===== config.mk =====
export PLATFORM = sky130hd
export DESIGN_NAME = audio_packet_scheduler_flat
export DESIGN_NICKNAME = d
export VERILOG_FILES = /design/src/rtl/audio_packet_scheduler_if.sv /design/src/rtl/audio_packet_scheduler.sv /design/src/flat_wrapper.sv
export SDC_FILE = /design/constraint.sdc
export NUM_CORES = 1
export LEC_CHECK = 0
export ABC_AREA = 1
export BUFFER_PORTS_ARGS = -buffer_cell sky130_fd_sc_hd__buf_2
export CAP_MARGIN = 20
export CORE_MARGIN = 1.5
export CORE_UTILIZATION = 60
export CTS_CLUSTER_DIAMETER = 30
export DETAILED_ROUTE_END_ITERATION = 8
export GPL_TIMING_DRIVEN = 0
export HOLD_SLACK_MARGIN = 0.03
export PLACE_DENSITY = 0.81
export SETUP_SLACK_MARGIN = 0.4
export SLEW_MARGIN = 20
export SYNTH_ARGS = -nofsm -noshare
export SYNTH_HDL_FRONTEND = slang
export SYNTH_SLANG_ARGS = --single-unit
export TNS_END_PERCENT = 20

===== constraint.sdc =====
create_clock -name clk_pixel -period 5.4 [get_ports clk_pixel]
set_input_delay 0.27 -clock clk_pixel [delete_from_list [all_inputs] [get_ports clk_pixel]]
set_output_delay 0.27 -clock clk_pixel [all_outputs]
set_load 0.05 [all_outputs]

===== src/rtl/audio_packet_scheduler_if.sv =====
// Stream interfaces around the audio packet scheduler.
// sample_stream_if carries stereo pairs into the scheduler; packet_stream_if
// carries assembled audio sample packet fields out to the data-island picker.

interface sample_stream_if;
    logic        sample_valid;
    logic        sample_ready;
    logic [23:0] sample_left;
    logic [23:0] sample_right;

    // Source of stereo pairs (e.g. the audio capture front end).
    modport master (
        output sample_valid,
        output sample_left,
        output sample_right,
        input  sample_ready
    );

    // Consumer of stereo pairs (the scheduler).
    modport slave (
        input  sample_valid,
        input  sample_left,
        input  sample_right,
        output sample_ready
    );
endinterface

interface packet_stream_if;
    logic                   pkt_valid;
    logic                   pkt_ready;
    logic [7:0]             frame_counter;
    // Per slot: index 0 is the left word, index 1 is the right word.
    logic [3:0][1:0][23:0]  audio_sample_word;
    logic [3:0]             audio_sample_word_present;

    // Packet producer (the scheduler).
    modport master (
        output pkt_valid,
        output frame_counter,
        output audio_sample_word,
        output audio_sample_word_present,
        input  pkt_ready
    );

    // Packet consumer (the data-island packet picker).
    modport slave (
        input  pkt_valid,
        input  frame_counter,
        input  audio_sample_word,
        input  audio_sample_word_present,
        output pkt_ready
    );
endinterface


===== src/rtl/audio_packet_scheduler.sv =====
// HDMI audio sample packet scheduler.
// Buffers stereo pairs in a small FIFO, groups up to four pairs per packet,
// offers the packet to the picker with valid/ready and owns the 192-frame
// IEC 60958 channel-status frame counter, which advances only on acceptance.

module audio_packet_scheduler #(
    parameter int FIFO_DEPTH = 8,     // power of two, >= 4
    parameter int MAX_WAIT   = 1024   // idle cycles before a partial flush, >= 1
) (
    input  logic                          clk_pixel,
    input  logic                          reset,
    sample_stream_if.slave                samples,
    packet_stream_if.master               packets,
    output logic [$clog2(FIFO_DEPTH):0]   fifo_level,
    output logic                          overflow
);

    localparam int PTR_W  = $clog2(FIFO_DEPTH);
    localparam int LVL_W  = PTR_W + 1;
    localparam int WAIT_W = $clog2(MAX_WAIT + 1);

    localparam logic [LVL_W-1:0]  LVL_FULL   = LVL_W'(FIFO_DEPTH);
    localparam logic [LVL_W-1:0]  LVL_PKT    = LVL_W'(4);
    localparam logic [WAIT_W-1:0] WAIT_LIMIT = WAIT_W'(MAX_WAIT);
    localparam logic [8:0]        FRAMES     = 9'd192;

    typedef enum logic [1:0] {
        IDLE,
        LOAD,
        OFFER
    } state_t;

    // One stereo pair: [0] is left, [1] is right (same layout as a packet slot).
    typedef logic [1:0][23:0] pair_t;

    // ------------------------------------------------------------------
    // Declarations
    // ------------------------------------------------------------------
    state_t                 state;
    state_t                 state_next;

    pair_t                  mem [FIFO_DEPTH];
    logic [PTR_W-1:0]       wr_ptr;
    logic [PTR_W-1:0]       rd_ptr;
    logic [LVL_W-1:0]       level;
    logic [LVL_W-1:0]       level_next;
    logic                   ready_q;
    logic                   overflow_q;
    logic                   push;
    logic                   pop;

    logic [WAIT_W-1:0]      wait_cnt;
    logic                   start_load;
    logic                   load_done;
    logic                   accept;

    logic [2:0]             pkt_count;   // pairs in the current packet, 1..4
    logic [1:0]             load_idx;    // next slot to fill during LOAD
    logic [3:0][1:0][23:0]  slot;
    logic [7:0]             frame_cnt;
    logic [8:0]             frame_sum;
    logic [8:0]             frame_wrapped;

    logic                   pkt_valid_c;
    logic [3:0]             present_c;

    // ------------------------------------------------------------------
    // FIFO
    // ------------------------------------------------------------------
    assign push = samples.sample_valid && ready_q;

    // Occupancy after this cycle's push/pop; push+pop together is a no-op.
    always_comb begin
        // NOTE: every always_comb output gets a default first so no latch is inferred.
        level_next = level;
        unique case ({push, pop})
            2'b10:   level_next = level + 1'b1;
            2'b01:   level_next = level - 1'b1;
            default: level_next = level;
        endcase
    end

    // Pair storage: written on push, read at rd_ptr during LOAD.
    always_ff @(posedge clk_pixel) begin
        // NOTE: the storage array has no reset; pointers and level alone define
        // which entries are valid, so stale contents are never observed.
        if (push) begin
            mem[wr_ptr] <= {samples.sample_right, samples.sample_left};
        end
    end

    // Pointers, level, registered ready and sticky overflow.
    always_ff @(posedge clk_pixel) begin
        // NOTE: sequential state uses non-blocking assignments only, so every
        // register samples the pre-edge values of the others.
        if (reset) begin
            wr_ptr     <= '0;
            rd_ptr     <= '0;
            level      <= '0;
            ready_q    <= 1'b1;
            overflow_q <= 1'b0;
        end else begin
            if (push) begin
                wr_ptr <= wr_ptr + 1'b1;
            end
            if (pop) begin
                rd_ptr <= rd_ptr + 1'b1;
            end
            level      <= level_next;
            ready_q    <= (level_next != LVL_FULL);
            overflow_q <= overflow_q | (samples.sample_valid && !ready_q);
        end
    end

    // ------------------------------------------------------------------
    // Partial-packet wait counter
    // ------------------------------------------------------------------
    // Counts idle cycles with 1..3 buffered pairs, saturating at MAX_WAIT.
    always_ff @(posedge clk_pixel) begin
        if (reset || state != IDLE || level == '0) begin
            wait_cnt <= '0;
        end else if (level < LVL_PKT && wait_cnt != WAIT_LIMIT) begin
            wait_cnt <= wait_cnt + 1'b1;
        end
    end

    assign start_load = (level >= LVL_PKT) ||
                        (level != '0 && wait_cnt == WAIT_LIMIT);

    assign load_done  = ({1'b0, load_idx} == (pkt_count - 3'd1));

    // ------------------------------------------------------------------
    // FSM
    // ------------------------------------------------------------------
    // State register.
    always_ff @(posedge clk_pixel) begin
        if (reset) begin
            state <= IDLE;
        end else begin
            state <= state_next;
        end
    end

    // Next-state logic.
    always_comb begin
        state_next = state;
        unique case (state)
            IDLE:    if (start_load)        state_next = LOAD;
            LOAD:    if (load_done)         state_next = OFFER;
            OFFER:   if (packets.pkt_ready) state_next = IDLE;
            default:                        state_next = IDLE;
        endcase
    end

    // State-decoded outputs: pop during LOAD, offer and mask during OFFER.
    always_comb begin
        pop         = 1'b0;
        accept      = 1'b0;
        pkt_valid_c = 1'b0;
        present_c   = 4'b0000;
        unique case (state)
            LOAD: begin
                pop = 1'b1;
            end
            OFFER: begin
                pkt_valid_c = 1'b1;
                accept      = packets.pkt_ready;
                unique case (pkt_count)
                    3'd1:    present_c = 4'b0001;
                    3'd2:    present_c = 4'b0011;
                    3'd3:    present_c = 4'b0111;
                    default: present_c = 4'b1111;
                endcase
            end
            default: begin
                pop = 1'b0;
            end
        endcase
    end

    // ------------------------------------------------------------------
    // Packet datapath
    // ------------------------------------------------------------------
    // Frame counter advance, kept 9 bits wide so the 192 wrap is exact.
    assign frame_sum     = {1'b0, frame_cnt} + {6'd0, pkt_count};
    assign frame_wrapped = (frame_sum >= FRAMES) ? (frame_sum - FRAMES) : frame_sum;

    // Packet size latch, slot fill during LOAD, frame advance and clear on accept.
    always_ff @(posedge clk_pixel) begin
        if (reset) begin
            pkt_count <= 3'd0;
            load_idx  <= 2'd0;
            slot      <= '0;
            frame_cnt <= 8'd0;
        end else begin
            if (state == IDLE && start_load) begin
                pkt_count <= (level >= LVL_PKT) ? 3'd4 : level[2:0];
                load_idx  <= 2'd0;
                slot      <= '0;
            end
            if (pop) begin
                slot[load_idx] <= mem[rd_ptr];
                load_idx       <= load_idx + 1'b1;
            end
            if (accept) begin
                frame_cnt <= frame_wrapped[7:0];
                slot      <= '0;
            end
        end
    end

    // ------------------------------------------------------------------
    // Outputs
    // ------------------------------------------------------------------
    assign samples.sample_ready               = ready_q;
    assign packets.pkt_valid                  = pkt_valid_c;
    assign packets.frame_counter              = frame_cnt;
    assign packets.audio_sample_word          = slot;
    assign packets.audio_sample_word_present  = present_c;
    assign fifo_level                         = level;
    assign overflow                           = overflow_q;

endmodule


===== src/flat_wrapper.sv =====
// flat-port wrapper written by rule: the top's interface ports become plain ports
module audio_packet_scheduler_flat 
#(
    parameter int FIFO_DEPTH = 8,                          
    parameter int MAX_WAIT   = 1024                                              
)
  (clk_pixel, reset, fifo_level, overflow, samples_sample_valid, samples_sample_left, samples_sample_right, samples_sample_ready, packets_pkt_valid, packets_frame_counter, packets_audio_sample_word, packets_audio_sample_word_present, packets_pkt_ready);
  sample_stream_if samples_i ();
  packet_stream_if packets_i ();
  input  logic clk_pixel;
  input  logic reset;
  output logic [$clog2(FIFO_DEPTH):0] fifo_level;
  output logic overflow;
  input wire logic [$bits(samples_i.sample_valid)-1:0] samples_sample_valid;
  input wire logic [$bits(samples_i.sample_left)-1:0] samples_sample_left;
  input wire logic [$bits(samples_i.sample_right)-1:0] samples_sample_right;
  output wire logic [$bits(samples_i.sample_ready)-1:0] samples_sample_ready;
  output wire logic [$bits(packets_i.pkt_valid)-1:0] packets_pkt_valid;
  output wire logic [$bits(packets_i.frame_counter)-1:0] packets_frame_counter;
  output wire logic [$bits(packets_i.audio_sample_word)-1:0] packets_audio_sample_word;
  output wire logic [$bits(packets_i.audio_sample_word_present)-1:0] packets_audio_sample_word_present;
  input wire logic [$bits(packets_i.pkt_ready)-1:0] packets_pkt_ready;
  assign samples_i.sample_valid = samples_sample_valid;
  assign samples_i.sample_left = samples_sample_left;
  assign samples_i.sample_right = samples_sample_right;
  assign samples_sample_ready = samples_i.sample_ready;
  assign packets_pkt_valid = packets_i.pkt_valid;
  assign packets_frame_counter = packets_i.frame_counter;
  assign packets_audio_sample_word = packets_i.audio_sample_word;
  assign packets_audio_sample_word_present = packets_i.audio_sample_word_present;
  assign packets_i.pkt_ready = packets_pkt_ready;
  audio_packet_scheduler #(.FIFO_DEPTH(FIFO_DEPTH), .MAX_WAIT(MAX_WAIT)) u_core (.clk_pixel(clk_pixel), .reset(reset), .samples(samples_i), .packets(packets_i), .fifo_level(fifo_level), .overflow(overflow));
endmodule

==> impl_results.rst <==
.. list-table::
   :header-rows: 1

   * - Metric
     - Value
   * - Outcome
     - finished, final reports clean
   * - Final Hold Fails
     - 0
   * - Number of nets still failing antenna checks after routing
     - 0
   * - Count of port buffers added during placement
     - 262
   * - Fin crit share
     - 49.8%
   * - Post-layout minimum cycle time
     - 2.69 ns
   * - Pre-Repair DR Iteration Count
     - 8
   * - Most common cell in the synthesized netlist
     - sky130_fd_sc_hd__nand2_1
   * - Worst setup slack before clock tree synthesis
     - 2.74 ns
   * - Type of the worst setup path
     - reg2reg
   * - Most common library cells after synthesis
     - sky130_fd_sc_hd__nand2_1 (403), sky130_fd_sc_hd__edfxtp_1 (384), sky130_fd_sc_hd__nor2_1 (323)
   * - First-pass GRT wire length
     - 116000 µm
   * - Area occupied by multi-input gates
     - 7160 µm²
   * - Num ports
     - 263
   * - Detailed Route Iter0 Violations
     - 2805
   * - Placed Cells
     - 3181
   * - Mean routed wirelength per cell
     - 22.4 µm
   * - Most frequently used flop master after synthesis
     - sky130_fd_sc_hd__edfxtp_1
   * - Via count of the first global-routing pass
     - 20500
   * - Leakage
     - 11.9 nW
   * - Vias
     - 20800
   * - Clock-pin slew of the registers on the worst-case setup and hold paths
     - 0.05 ns
   * - Critical path required time
     - 5.88 ns
   * - Clock Tree Buf Depth
     - 3
   * - Count of flip-flops with a built-in enable after synthesis
     - 384
   * - Final worst hold slack
     - 0.219 ns
   * - Antenna violations before repair
     - 0
   * - DP Area
     - 26700 µm²
   * - Area added between synthesis and finish
     - 28.0%
   * - Sum of net half-perimeters after detailed placement
     - 49700 µm
   * - Worst Setup Slack, final
     - 2.71 ns
   * - Fin. max-slew vios
     - 0
   * - Power density over the cells
     - 425 nW/µm²
   * - Unrepaired setup endpoints after global routing
     - false
   * - CORE AREA
     - 39800 µm²
   * - Total of flip-flops plus latches after synthesis
     - 617
   * - Finished layout cell area
     - 31000 µm²
   * - Async S/R FF share, synth
     - 0%
   * - Number of antenna cells inserted
     - 0
   * - Number of H-tree levels
     - 3
   * - Maximum single-stage delay on the critical path
     - 0.60 ns
   * - Maximum number of pins on one net before global-route repair
     - 25
   * - Net count reported at finish
     - 2892
   * - Die outline width
     - 204 µm
   * - Slew @ Worst Pin
     - 0.800 ns
   * - Final Core Density
     - 78.0%
   * - Wire length after detailed routing
     - 76800 µm
   * - Chain of cells forming the critical path
     - buf_2, buf_1, nor2_1, o21ai_0, o21ai_1, nand2_1, nand2_1, o21ai_0, a21oi_1
   * - Total DRC errors in the routed layout
     - 0
   * - Filler Cell Count
     - 2313
   * - Share of final-layout standard cells stronger than drive strength 1
     - 19.1%
   * - Distinct cell type count of the synthesized netlist
     - 30
   * - Number of nets produced by synthesis
     - 2451
   * - Count of cells resized by post-cts repair
     - 0
   * - Cell at the root of the clock tree
     - sky130_fd_sc_hd__clkbuf_16
   * - Dominant cells by area after synthesis
     - sky130_fd_sc_hd__edfxtp_1 (48%), sky130_fd_sc_hd__dfxtp_1 (19%), sky130_fd_sc_hd__nand2_1 (6.2%), sky130_fd_sc_hd__o21ai_0 (5.3%), sky130_fd_sc_hd__nor2_1 (5.0%)
   * - Warnings, synthesis
     - 0
   * - Synth Instances
     - 2378
   * - Post-route setup TNS
     - 0 ns
   * - MaxCap Viol Count
     - 0
   * - Area fraction of the dominant cell type after synthesis
     - 47.5%
   * - TritonCTS Sinks
     - 617
   * - All-Layer GR Usage
     - 36.7%
   * - Slowest stage cell, crit path
     - sky130_fd_sc_hd__buf_1
   * - Worst supply voltage drop on vdd
     - 0.305 mV
   * - Worst setup SP type
     - flop
   * - DR vias/cell
     - 6.06
   * - Area of the mapped netlist
     - 24300 µm²
   * - Path depth of the worst reg2reg path
     - 9
   * - Num CTS Buffers
     - 110
   * - Total area of sequential cells
     - 16200 µm²
   * - Class of the tightest hold or removal check
     - in2reg
   * - Non-filler instance count after layout
     - 3436
   * - Clock latency of the later-clocked register in the worst-skew pair
     - 0.64 ns
   * - Clock tree from TritonCTS
     - yes
   * - Mean post-synth cell area
     - 10.2 µm²
   * - Biggest area consumer among synthesized cells
     - sky130_fd_sc_hd__edfxtp_1
   * - Sequential element share of the synthesized area
     - 66.7%
   * - Pwr Total
     - 13.2 mW
   * - Die area
     - 41700 µm²
   * - Remaining Overflow, GRT
     - 0
   * - Headroom to the max-slew limit
     - 46.7%
   * - Crit Path Max Fanout
     - 10
   * - Final count of negative-setup-slack endpoints
     - 0
   * - FMAX
     - 372 MHz
   * - WHS Path Cells
     - 7
   * - Signal arrival time at the worst endpoint
     - 3.17 ns
   * - Number of core rows
     - 73
   * - Clk_skew
     - 0.0327 ns
   * - Initial Utilization
     - 60.9%
   * - Weighted congestion at the end of routability-driven global placement
     - 0.939
   * - Crit end category
     - flop
   * - Height of the chip
     - 204 µm
[where the power goes]
part           switching (mW)  internal [mW]  total, mW
Combinational           0.683          0.234      0.917
Clock                    2.40           4.72       7.12
Sequential             0.0429           5.11       5.15
[kinds of logic after synthesis]
group                      after synthesis  synth area share [%]
and+or+nand+nor                        793                  12.8
DFF                                    617                  66.7
buffers and inverters                  218                  4.01
AOI/OAI and AO/OA                      715                  14.8
xor gates and xnor gates                14                 0.505
adders and majority gates               21                  1.14
[registers in the layout (all words and copies together), names as in the netlist, named ones only]
name / count
u_core.wr_ptr: 3
u_core.pkt_count: 3
u_core.samples.sample_ready: 1
u_core.mem: 384
u_core.state: 2
u_core.fifo_level: 4
u_core.packets.frame_counter: 8
u_core.packets.audio_sample_word: 192
u_core.rd_ptr: 3
u_core.overflow: 1
u_core.wait_cnt: 11
u_core.load_idx: 2
[layout by cell type, fill, tap and decap left out, types with 8 or more instances in the layout]
master                          count
sky130_fd_sc_hd__buf_6              9
sky130_fd_sc_hd__inv_1             50
sky130_fd_sc_hd__bufinv_16         17
sky130_fd_sc_hd__buf_12             8
sky130_fd_sc_hd__clkbuf_16        114
sky130_fd_sc_hd__dlygate4sd3_1     51
sky130_fd_sc_hd__edfxtp_1         384
sky130_fd_sc_hd__nor2_1           315
sky130_fd_sc_hd__clkinvlp_4        12
sky130_fd_sc_hd__buf_16             9
sky130_fd_sc_hd__xor2_1             9
sky130_fd_sc_hd__nand4_1            8
sky130_fd_sc_hd__clkinv_4           8
sky130_fd_sc_hd__buf_2            295
sky130_fd_sc_hd__a21oi_1          217
sky130_fd_sc_hd__clkbuf_1         113
sky130_fd_sc_hd__ha_1              19
sky130_fd_sc_hd__nand3_1           22
sky130_fd_sc_hd__nor2_4             8
sky130_fd_sc_hd__dfxtp_1          233
sky130_fd_sc_hd__nand2_1          403
sky130_fd_sc_hd__nand2_2           23
sky130_fd_sc_hd__buf_1              9
sky130_fd_sc_hd__clkinv_2          19
sky130_fd_sc_hd__o21ai_1          235
sky130_fd_sc_hd__nor3_1             9
sky130_fd_sc_hd__o21ai_0          257
[per-layer routing]
| metal | wire, µm | GRT usage (%) |
|---|---|---|
| met5 | 0 | 0 |
| met2 | 36600 | 59.7 |
| met4 | 3210 | 17.9 |
| met1 | 27300 | 45.9 |
| met3 | 9730 | 9.31 |
[final timing paths]
kind | startpoint | slack [ns] | endpoint
max | flop | 2.71 | u_core.packets.audio_sample_word[95]
min | packets_pkt_ready | 0.22 | u_core.packets.frame_counter[6]
max reg2reg | flop | 2.71 | u_core.packets.audio_sample_word[95]
min reg2reg | u_core.packets.audio_sample_word[104] | 0.46 | u_core.packets.audio_sample_word[104]
[area by class of cell]
class | count | area share (%)
inverters | 57 | 0.697
repair buffers | 329 | 7.12
clock buffers | 129 | 9.50
flip-flops and latches | 617 | 52.2
well taps | 525 | 2.12
multi-input cells | 1543 | 23.0
plain buffers | 161 | 2.43
clock inverters | 75 | 2.93
[worst max-delay path: cells and delay by family, from the launching register on]
family                 cells  cell delay, ns
flip-flops                 1            0.37
buffers and inverters      2            0.94
AO/OA/AOI/OAI              4            0.81
AND/OR/NAND/NOR            3            0.41
[what timing repair did]
item	in CTS	in global routing
endpoints found under the setup margin	0	0
buffers inserted	0	0
hold endpoints to repair	388	0
hold buffers	51	0
Note: power is estimated with default switching activity, not from simulation.
